## src/rtl/alu_multiciclo.sv

```systemverilog
// rtl/alu_multiciclo.sv - multi-cycle ALU with iterative unsigned multiply/divide
//
// Purpose: executes logic, add/sub, shifts and signed compare in one cycle;
// unsigned multiply (shift-add, LSB first) and divide (restoring, MSB first)
// take LARGURA cycles, one bit per cycle. All outputs are registered.
//
// Ports:
//   clock                  in   clock, rising edge
//   reset_n                in   asynchronous active-low reset
//   inicio                 in   start request, sampled only while idle
//   resultado_alu_control  in   4-bit opcode, sampled with inicio
//   valor1, valor2         in   operands A and B, sampled with inicio
//   resultado_alu          out  registered result
//   resultado_desvio       out  1 for SUB/bne with valor1 != valor2
//   zero                   out  1 when resultado_alu is all zeros
//   ocupado                out  1 while an iterative op is running
//   pronto                 out  one-cycle pulse when outputs update

module alu_multiciclo #(
  parameter int LARGURA = 32,
  parameter int SHW     = $clog2(LARGURA)
) (
  input  logic               clock,
  input  logic               reset_n,
  input  logic               inicio,
  input  logic [3:0]         resultado_alu_control,
  input  logic [LARGURA-1:0] valor1,
  input  logic [LARGURA-1:0] valor2,
  output logic [LARGURA-1:0] resultado_alu,
  output logic               resultado_desvio,
  output logic               zero,
  output logic               ocupado,
  output logic               pronto
);

  localparam int CW = SHW + 1;
  localparam logic [CW-1:0] CNT_INI = CW'(LARGURA);

  localparam logic [3:0] OP_AND  = 4'b0000;
  localparam logic [3:0] OP_OR   = 4'b0001;
  localparam logic [3:0] OP_ADD  = 4'b0010;
  localparam logic [3:0] OP_SLL  = 4'b0011;
  localparam logic [3:0] OP_XOR  = 4'b0100;
  localparam logic [3:0] OP_SRL  = 4'b0101;
  localparam logic [3:0] OP_SUB  = 4'b0110;
  localparam logic [3:0] OP_SLT  = 4'b0111;
  localparam logic [3:0] OP_SRA  = 4'b1000;
  localparam logic [3:0] OP_MULU = 4'b1001;
  localparam logic [3:0] OP_DIVU = 4'b1010;

  typedef enum logic {OCIOSO, CALCULA} estado_t;

  estado_t            estado_q, estado_d;
  logic [CW-1:0]      contador_q, contador_d;
  logic               div_q, div_d;          // 1: DIVU in flight, 0: MULU
  logic [LARGURA-1:0] a_q, a_d;              // MULU: multiplicand; DIVU: dividend/quotient
  logic [LARGURA-1:0] b_q, b_d;              // MULU: multiplier;   DIVU: divisor
  logic [LARGURA-1:0] acc_q, acc_d;          // MULU: product;      DIVU: remainder
  logic [LARGURA-1:0] resultado_q, resultado_d;
  logic               desvio_q, desvio_d;
  logic               zero_q, zero_d;
  logic               ocupado_q, ocupado_d;
  logic               pronto_q, pronto_d;

  logic [SHW-1:0]     shamt;
  logic [LARGURA-1:0] res_simples;

  // Single-cycle result, straight from the inputs.
  always_comb begin
    res_simples = '0;
    shamt       = valor2[SHW-1:0];
    case (resultado_alu_control)
      OP_AND:  res_simples = valor1 & valor2;
      OP_OR:   res_simples = valor1 | valor2;
      OP_XOR:  res_simples = valor1 ^ valor2;
      OP_ADD:  res_simples = valor1 + valor2;
      OP_SUB:  res_simples = valor1 - valor2;
      OP_SLL:  res_simples = valor1 << shamt;
      OP_SRL:  res_simples = valor1 >> shamt;
      OP_SRA:  res_simples = $signed(valor1) >>> shamt;
      OP_SLT:  res_simples = {{(LARGURA-1){1'b0}}, ($signed(valor1) < $signed(valor2))};
      default: res_simples = '0;
    endcase
  end

  logic [LARGURA-1:0] mul_acc;
  logic [LARGURA-1:0] rem_low;
  logic               qbit;
  logic [LARGURA-1:0] rem_new;
  logic [LARGURA-1:0] quoc_new;
  logic [LARGURA-1:0] res_iter;

  // One iteration of shift-add multiply and restoring divide.
  // The shifted partial remainder is LARGURA+1 bits wide; when its top bit
  // (acc_q MSB) is set it exceeds any divisor, so the quotient bit is 1 and
  // the difference still fits in LARGURA bits. A zero divisor always yields
  // quotient bit 1, giving the all-ones result without special casing.
  always_comb begin
    mul_acc  = acc_q + (b_q[0] ? a_q : '0);
    rem_low  = {acc_q[LARGURA-2:0], a_q[LARGURA-1]};
    qbit     = acc_q[LARGURA-1] | (rem_low >= b_q);
    rem_new  = qbit ? (rem_low - b_q) : rem_low;
    quoc_new = {a_q[LARGURA-2:0], qbit};
    res_iter = div_q ? quoc_new : mul_acc;
  end

  always_comb begin
    estado_d    = estado_q;
    contador_d  = contador_q;
    div_d       = div_q;
    a_d         = a_q;
    b_d         = b_q;
    acc_d       = acc_q;
    resultado_d = resultado_q;
    desvio_d    = desvio_q;
    zero_d      = zero_q;
    ocupado_d   = ocupado_q;
    pronto_d    = 1'b0;

    case (estado_q)
      OCIOSO: begin
        if (inicio) begin
          if (resultado_alu_control == OP_MULU || resultado_alu_control == OP_DIVU) begin
            estado_d   = CALCULA;
            contador_d = CNT_INI;
            div_d      = (resultado_alu_control == OP_DIVU);
            a_d        = valor1;
            b_d        = valor2;
            acc_d      = '0;
            ocupado_d  = 1'b1;
          end else begin
            resultado_d = res_simples;
            desvio_d    = (resultado_alu_control == OP_SUB) && (valor1 != valor2);
            zero_d      = (res_simples == '0);
            pronto_d    = 1'b1;
          end
        end
      end
      CALCULA: begin
        contador_d = contador_q - CW'(1);
        if (div_q) begin
          a_d   = quoc_new;
          acc_d = rem_new;
        end else begin
          a_d   = a_q << 1;
          b_d   = b_q >> 1;
          acc_d = mul_acc;
        end
        if (contador_q == CW'(1)) begin
          estado_d    = OCIOSO;
          resultado_d = res_iter;
          desvio_d    = 1'b0;
          zero_d      = (res_iter == '0);
          ocupado_d   = 1'b0;
          pronto_d    = 1'b1;
        end
      end
      default: estado_d = OCIOSO;
    endcase
  end

  always_ff @(posedge clock or negedge reset_n) begin
    if (!reset_n) begin
      estado_q    <= OCIOSO;
      contador_q  <= '0;
      div_q       <= 1'b0;
      a_q         <= '0;
      b_q         <= '0;
      acc_q       <= '0;
      resultado_q <= '0;
      desvio_q    <= 1'b0;
      zero_q      <= 1'b1;
      ocupado_q   <= 1'b0;
      pronto_q    <= 1'b0;
    end else begin
      estado_q    <= estado_d;
      contador_q  <= contador_d;
      div_q       <= div_d;
      a_q         <= a_d;
      b_q         <= b_d;
      acc_q       <= acc_d;
      resultado_q <= resultado_d;
      desvio_q    <= desvio_d;
      zero_q      <= zero_d;
      ocupado_q   <= ocupado_d;
      pronto_q    <= pronto_d;
    end
  end

  assign resultado_alu    = resultado_q;
  assign resultado_desvio = desvio_q;
  assign zero             = zero_q;
  assign ocupado          = ocupado_q;
  assign pronto           = pronto_q;

endmodule
```

## config.mk

```make
export PLATFORM = sky130hd
export DESIGN_NAME = alu_multiciclo
export DESIGN_NICKNAME = d
export VERILOG_FILES = /design/src/rtl/alu_multiciclo.sv
export SDC_FILE = /design/constraint.sdc
export NUM_CORES = 1
export LEC_CHECK = 0
export CORE_AREA = 2 2 243 245
export CTS_CLUSTER_SIZE = 16
export DETAILED_ROUTE_END_ITERATION = 10
export DIE_AREA = 0 0 245 247
export GPL_TIMING_DRIVEN = 1
export PLACE_DENSITY_LB_ADDON = 0.25
export SETUP_SLACK_MARGIN = 0.05
export SYNTH_ARGS = -nofsm -noshare
export SYNTH_HDL_FRONTEND = slang
export SYNTH_SLANG_ARGS = --single-unit
```

## constraint.sdc

```tcl
create_clock -name clock -period 4.39 [get_ports clock]
set_input_delay 1.0975 -clock clock [delete_from_list [all_inputs] [get_ports clock]]
set_output_delay 1.0975 -clock clock [all_outputs]
set_load 0.01 [all_outputs]
```

==> results of run 1 <==
## critical path, delay by kind of cell
kind | cells | cell delay, ns
and+or+nand+nor | 6 | 1.09
buffers and inverters | 5 | 0.78
AOI/OAI and AO/OA | 5 | 1.26
muxes | 1 | 0.52
## worst max path at each step
stage	from	to	slack [ns]
floorplan	valor2[2]	zero	-0.18
finish	valor1[18]	zero	0.01
detailed placement	valor1[0]	resultado_alu[28]	-1.09
global route	b_q[0]	zero	-0.08
CTS	valor1[11]	zero	0.05
global placement	valor1[0]	resultado_alu[28]	-1.07
## placed cells by master (no fill, tap or decap), types with 18 or more instances in the layout
master and n:
o211ai_1 44, inv_1 135, mux4_2 43, nand2b_1 33, o21a_1 20, inv_2 20, nand4_1 18, or3_1 19
nand3_1 49, dlygate4sd2_1 28, a31oi_1 36, mux2_2 21, o21ai_0 215, nand2_1 301, o22ai_1 23, nor2_1 230
clkdlybuf4s50_1 58, a211oi_1 27, buf_4 743, mux2i_1 78, xnor2_1 41, nor3_1 58, xor2_1 22, a21o_1 47
buf_6 23, a21oi_1 219, and2_1 40, buf_12 19, ha_1 141, nor2b_1 19, dfrtp_1 137
## repair_timing
| action | 4_1_cts | 5_1_grt |
|---|---|---|
| endpoints found under the setup margin | 11 | 3 |
| cloned | 1 | 0 |
| resized for setup | 226 | 47 |
| setup buffers | 30 | 10 |
| pin swaps | 64 | 34 |
## through the flow
step / power, mW / TNS [ns] / util / worst slack (ns) / hold slack, ns
after floorplan: 7.76 / -0.180 / - / -0.180 / 0.457
after global placement: 10.9 / -10.14 / 0.468 / -1.07 / 0.465
after detailed placement: 11.0 / -10.17 / 0.468 / -1.09 / 0.469
after CTS: 12.8 / 0 / 0.496 / 0.0543 / 0.484
after global routing: 13.9 / -0.0829 / 0.500 / -0.0829 / 0.503
final: 13.0 / 0 / 0.500 / 0.0122 / 0.484
## metal layers
metal  share of wire  routed length, µm  GRT usage  up-vias
met1            0.42              44700      0.447    12195
met3           0.063               6730     0.0257      205
li1                -                  -          -    11446
met5               0                  0          0        -
met4           0.047               5040      0.152        0
met2            0.47              49900      0.580     1113
## sequential cells by signal, summed over array words and instances (netlist names)
register          count
a_q                  32
acc_q                32
b_q                  32
resultado_alu        32
contador_q            6
div_q                 1
estado_q              1
ocupado               1
pronto                1
resultado_desvio      1
zero                  1
## cells by family (layout without fill, tap and decap cells)
| group | after synthesis | after routing |
|---|---|---|
| xor+xnor | 63 | 63 |
| flops | 140 | 140 |
| fa+ha+maj | 179 | 179 |
| simple gates | 875 | 875 |
| mux | 161 | 161 |
| compound gates | 941 | 941 |
| buf+inv | 342 | 1082 |
## cell type report
cell class,instances,area (µm²)
fill,5810,29100
multi-input combinational,2219,16200
timing repair buffer,892,7230
sequential,140,3510
tap,773,967
inverter,158,602
clock buffer,20,447
clock inverter,12,188
## power groups by stage
stage / combinational (mW) / clock, mW / sequential [mW]
after floorplan: 5.42 / 0 / 2.34
after global placement: 8.43 / 0 / 2.48
after global routing: 9.71 / 1.66 / 2.58
after detailed placement: 8.53 / 0 / 2.51
final: 8.90 / 1.60 / 2.51
after CTS: 8.73 / 1.61 / 2.49
==> flow_summary.toml, run 1 <==
[status]
run_status = "completed"

[die]
start_util = 0.345
core_mm2 = 0.0582
fp.dieW_um = 245
fp.dieH_um = 247
num_io_pins = 107
die_area_mm2 = 0.0605
std_cell_rows = 89

[global_routing]
gr-total-overflow = 0
grt_pass1_wl_um = 155000
antenna_found_initial = 0
grt_pass1_vias = 24396
track_usage = 0.343
grt_max_degree = 144

[place]
dp_hpwl_um = 87100
dp.cells = 4141
gp_congestion = 1.02
portBuffers = 106
placed_area_mm2 = 0.0273

[yosys]
synth_top_area_cell = "dfrtp_1"
netlist_area_mm2 = 0.0201
synth_xor_area_frac = 0.0274
synth_seq_cells = 140
synth_most_common_cell = "nand2_1"
synth_common_cells = "nand2_1, nor2_1, a21oi_1"
synth-edff-count = 0
synth-simple-area-share = 0.202
ys_top_cells_by_area = "dfrtp_1, ha_1, a21oi_1, nand2_1, o21ai_0"
ys.flop_type = "dfrtp_1"
synth.top_cell.area_share = 0.173
synth_seq_area_share = 0.174
synth.distinct_cells = 94
synthArstFlopShare = 1.00
avgSynthCellArea_um2 = 7.44
muxShareOfSynthArea = 0.110
ys_warn_count = 0
postSynthCellCount = 2701
synth_top_family_by_area = "compound AO/OA/AOI/OAI gates"
synth_fp_nets = 2951
synth-compound-area-share = 0.305
synthAdderAreaFrac = 0.113

[sta]
rsz0062_at_grt = "yes"
maxSlewHeadroom = 0.289
worstMarginPinSlew_ns = 1.06
finClkSkew_ns = 0.0117
min_period_over_period = 0.997
min_period_ns = 4.38
setup_violations = 0
hold_viol_final = 0
slew_viol_final = 0
fmax_ghz = 0.228

[cts]
ctsHtreeMaxLevel = 4
clk_pin_slew_ns = 0.07
ctsHoldBuffers = 0
clk_root_buffer_cell = "clkbuf_16"
cts_made_buffers = 17
tritoncts = "yes"
cts_buffer_depth = 2
cts_sinks = 140
clkLatencyLatePin_ns = 0.44

[setup_path]
r2r_cells = 17
path_common_cell = "buf_4"
crit_path_end_kind = "register"
regToRegSetupSlack_ns = 0.06
cp_max_fo = 8
crit_required_ns = 4.78
path_cells = "dlygate4sd2_1 -> buf_6 -> buf_12 -> buf_4 -> mux4_2 -> buf_4 -> nand2_1 -> nand3_1 -> a21oi_1 -> o221ai_1 -> a221o_1 -> nor2_1 -> nand4_1 -> nor4_2 -> nand4b_1 -> o41ai_4 -> a31o_1"
critPathLaunchType = "input pin"
cp.arrival_ns = 4.77
slowest_stage = "mux4_2"
reg2reg_to = "zero"
rr_startpoint = "b_q[0]"
cpPeakStageDelay_ns = 0.52
path_class = "in -> reg"

[power]
p_leak_nw = 13.4
power_frac_comb = 0.684
sw_frac_of_total = 0.473
p_seq_frac = 0.193
irDropWorstVdd_mv = 0.706
pwr-share-clk = 0.123
p_int_mw = 6.85
p_switching_mw = 6.15
powerDensity_mw_per_mm2 = 447

[min_path]
hold_class = "reg -> reg"
whs_endpoint = "resultado_alu[24]"
hold_depth = 1
min_from = "resultado_alu[24]"

[route]
vias = 24959
dr.pass1.iters = 6
wl_per_cell_um = 25.3
drc = 0
drtIter0Drc = 2083
vias_per_cell = 5.92
wl_um = 106000
detail-route-antenna-nets = 0

[final_layout]
diodes = 0
final_nets = 3678
drive_above_1_share = 0.319
layout.cells.non_filler = 4214
synthToLayoutAreaGrowth_pct = 44.7
finalInstanceArea_mm2 = 0.0291

[job]
max_cap_viol_count = 0
Note: power is estimated with default switching activity, not from simulation.
==> run 2, diff against run 1 <==
--- a/config.mk
+++ b/config.mk
@@ -9,7 +9,7 @@
 export CTS_CLUSTER_SIZE = 16
 export DETAILED_ROUTE_END_ITERATION = 10
 export DIE_AREA = 0 0 245 247
-export GPL_TIMING_DRIVEN = 1
+export GPL_TIMING_DRIVEN = 0
 export PLACE_DENSITY_LB_ADDON = 0.25
 export SETUP_SLACK_MARGIN = 0.05
 export SYNTH_ARGS = -nofsm -noshare
==> flow_summary.toml, run 2 (synthesis gave the netlist of run 1 again) <==
[route]
dr.pass1.iters = 10
wl_per_cell_um = 33.1
drc = 0
drtIter0Drc = 2198
wl_um = 123000
vias = 23961
vias_per_cell = 6.43
detail-route-antenna-nets = 0

[place]
dp_hpwl_um = 98500
gp_congestion = 1.02
pre_cts_slack_ns = -3.20
portBuffers = 105
placed_area_mm2 = 0.0223

[setup_path]
path_cells = "buf_4 -> buf_8 -> buf_4 -> mux2_2 -> and3_1 -> a221oi_4 -> o22ai_1 -> a21oi_2 -> o221ai_2 -> a2111o_1 -> nor3_4 -> nand4b_1 -> or4_4 -> o41ai_4 -> a31o_1"
critPathLaunchType = "input pin"
crit_path_end_kind = "register"
cp_max_fo = 4
slowest_stage = "or4_4"
crit_required_ns = 4.79
cp.arrival_ns = 5.08
regToRegSetupSlack_ns = -0.29
path_class = "in -> reg"
cpPeakStageDelay_ns = 0.50
path_common_cell = "buf_4"

[status]
failed_checks = "max-capacitance violations, max-slew violations, negative setup slack"
run_status = "finished with violations"

[power]
power.total_mw = 12.8
irDropWorstVdd_mv = 0.467
p_leak_nw = 10.9
powerDensity_mw_per_mm2 = 502

[cts]
tritoncts = "yes"
clk_pin_slew_ns = 0.07
cts_buffer_depth = 2
clkLatencyLatePin_ns = 0.46
clk_root_buffer_cell = "clkbuf_16"
cts_sinks = 140
cts_made_buffers = 17
ctsHtreeMaxLevel = 4

[die]
num_io_pins = 107
std_cell_rows = 89
core_mm2 = 0.0582
start_util = 0.345
die_area_mm2 = 0.0605
fp.dieW_um = 245
fp.dieH_um = 247

[global_routing]
grt_max_degree = 80
antenna_found_initial = 1
grt_pass1_wl_um = 171000
gr-total-overflow = 0
track_usage = 0.397
grt_pass1_vias = 23437

[final_layout]
drive_above_1_share = 0.203
final_nets = 3190
finalInstanceArea_mm2 = 0.0256
synthToLayoutAreaGrowth_pct = 27.1
layout_common_cells = "nand2_1, nor2_1, a21oi_1"
diodes = 0
final_common_cell = "nand2_1"

[sta]
rsz0062_at_grt = "yes"
worstMarginPinSlew_ns = 1.50
hold_ws_ns = 0.480
slew_viol_final = 4
min_period_ns = 4.68
hold_viol_final = 0
finClkSkew_ns = 0.0138
min_period_over_period = 1.07
setup_ws_ns = -0.290
fmax_ghz = 0.214
setup_violations = 3
maxSlewHeadroom = -0.0108
fin_setup_tns_ns = -0.578

[job]
max_cap_viol_count = 1

[min_path]
hold_class = "reg -> reg"
[run 2: changes by cell type in the layout (fill, tap and decap cells not counted), moves of 13 or more]
| cell | before | now |
|---|---|---|
| clkbuf_4 | 0 | 25 |
| o21ai_0 | 215 | 202 |
| inv_2 | 20 | 6 |
| dlygate4sd2_1 | 28 | 7 |
| buf_4 | 743 | 143 |
| ha_1 | 141 | 158 |
| clkbuf_2 | 4 | 34 |
| clkbuf_1 | 2 | 63 |
[run 2: per-layer routing]
layer / GRT usage / routed length [µm]
met2: 0.691 / 59100
met3: 0.0537 / 8010
met4: 0.297 / 11300
met5: 0 / 0
met1: 0.442 / 44900
[run 2: final timing paths]
check,start,to,cells past startpoint
setup / recovery,valor2[0],zero,15
hold / removal,resultado_alu[25],resultado_alu[25],2
setup reg to reg,b_q[0],zero,14
hold reg to reg,resultado_alu[25],resultado_alu[25],2
max in group asynchronous,reset_n,b_q[13],2
min in group asynchronous,reset_n,acc_q[26],1
[run 2: through the flow]
step           cells  utilization
5_1_grt         3726        0.439
4_1_cts         3682        0.422
6_report        3726        0.439
2_1_floorplan   2701            -
3_3_place_gp    3579        0.382
3_5_place_dp    3582        0.383
[run 2: final cells by class]
type,count,area [µm²]
inverters,158,684
well taps,773,967
plain buffers,170,1200
flip-flops and latches,140,3510
clock inverters,14,146
repair buffers,234,2010
multi-input cells,2219,16600
fillers,5966,32700
clock buffers,18,439
[run 2: critical path: cells and delay by family]
family	cells	cell delay, ns
AOI/OAI and AO/OA	7	1.94
buffers and inverters	3	0.45
muxes	1	0.42
and+or+nand+nor	4	1.14
[run 2: what timing repair did]
action                                  CTS  global route
gates cloned                              0             1
buffers inserted                         75            50
hold buffers                              0             0
pin swaps                                48            77
endpoints found under the setup margin   98            37
resized for setup                       443           294
[run 2: where the power goes]
group	switching [mW]	total (mW)	internal, mW
combinational	5.34	8.84	3.50
clock	0.706	1.48	0.772
sequential	0.632	2.52	1.89
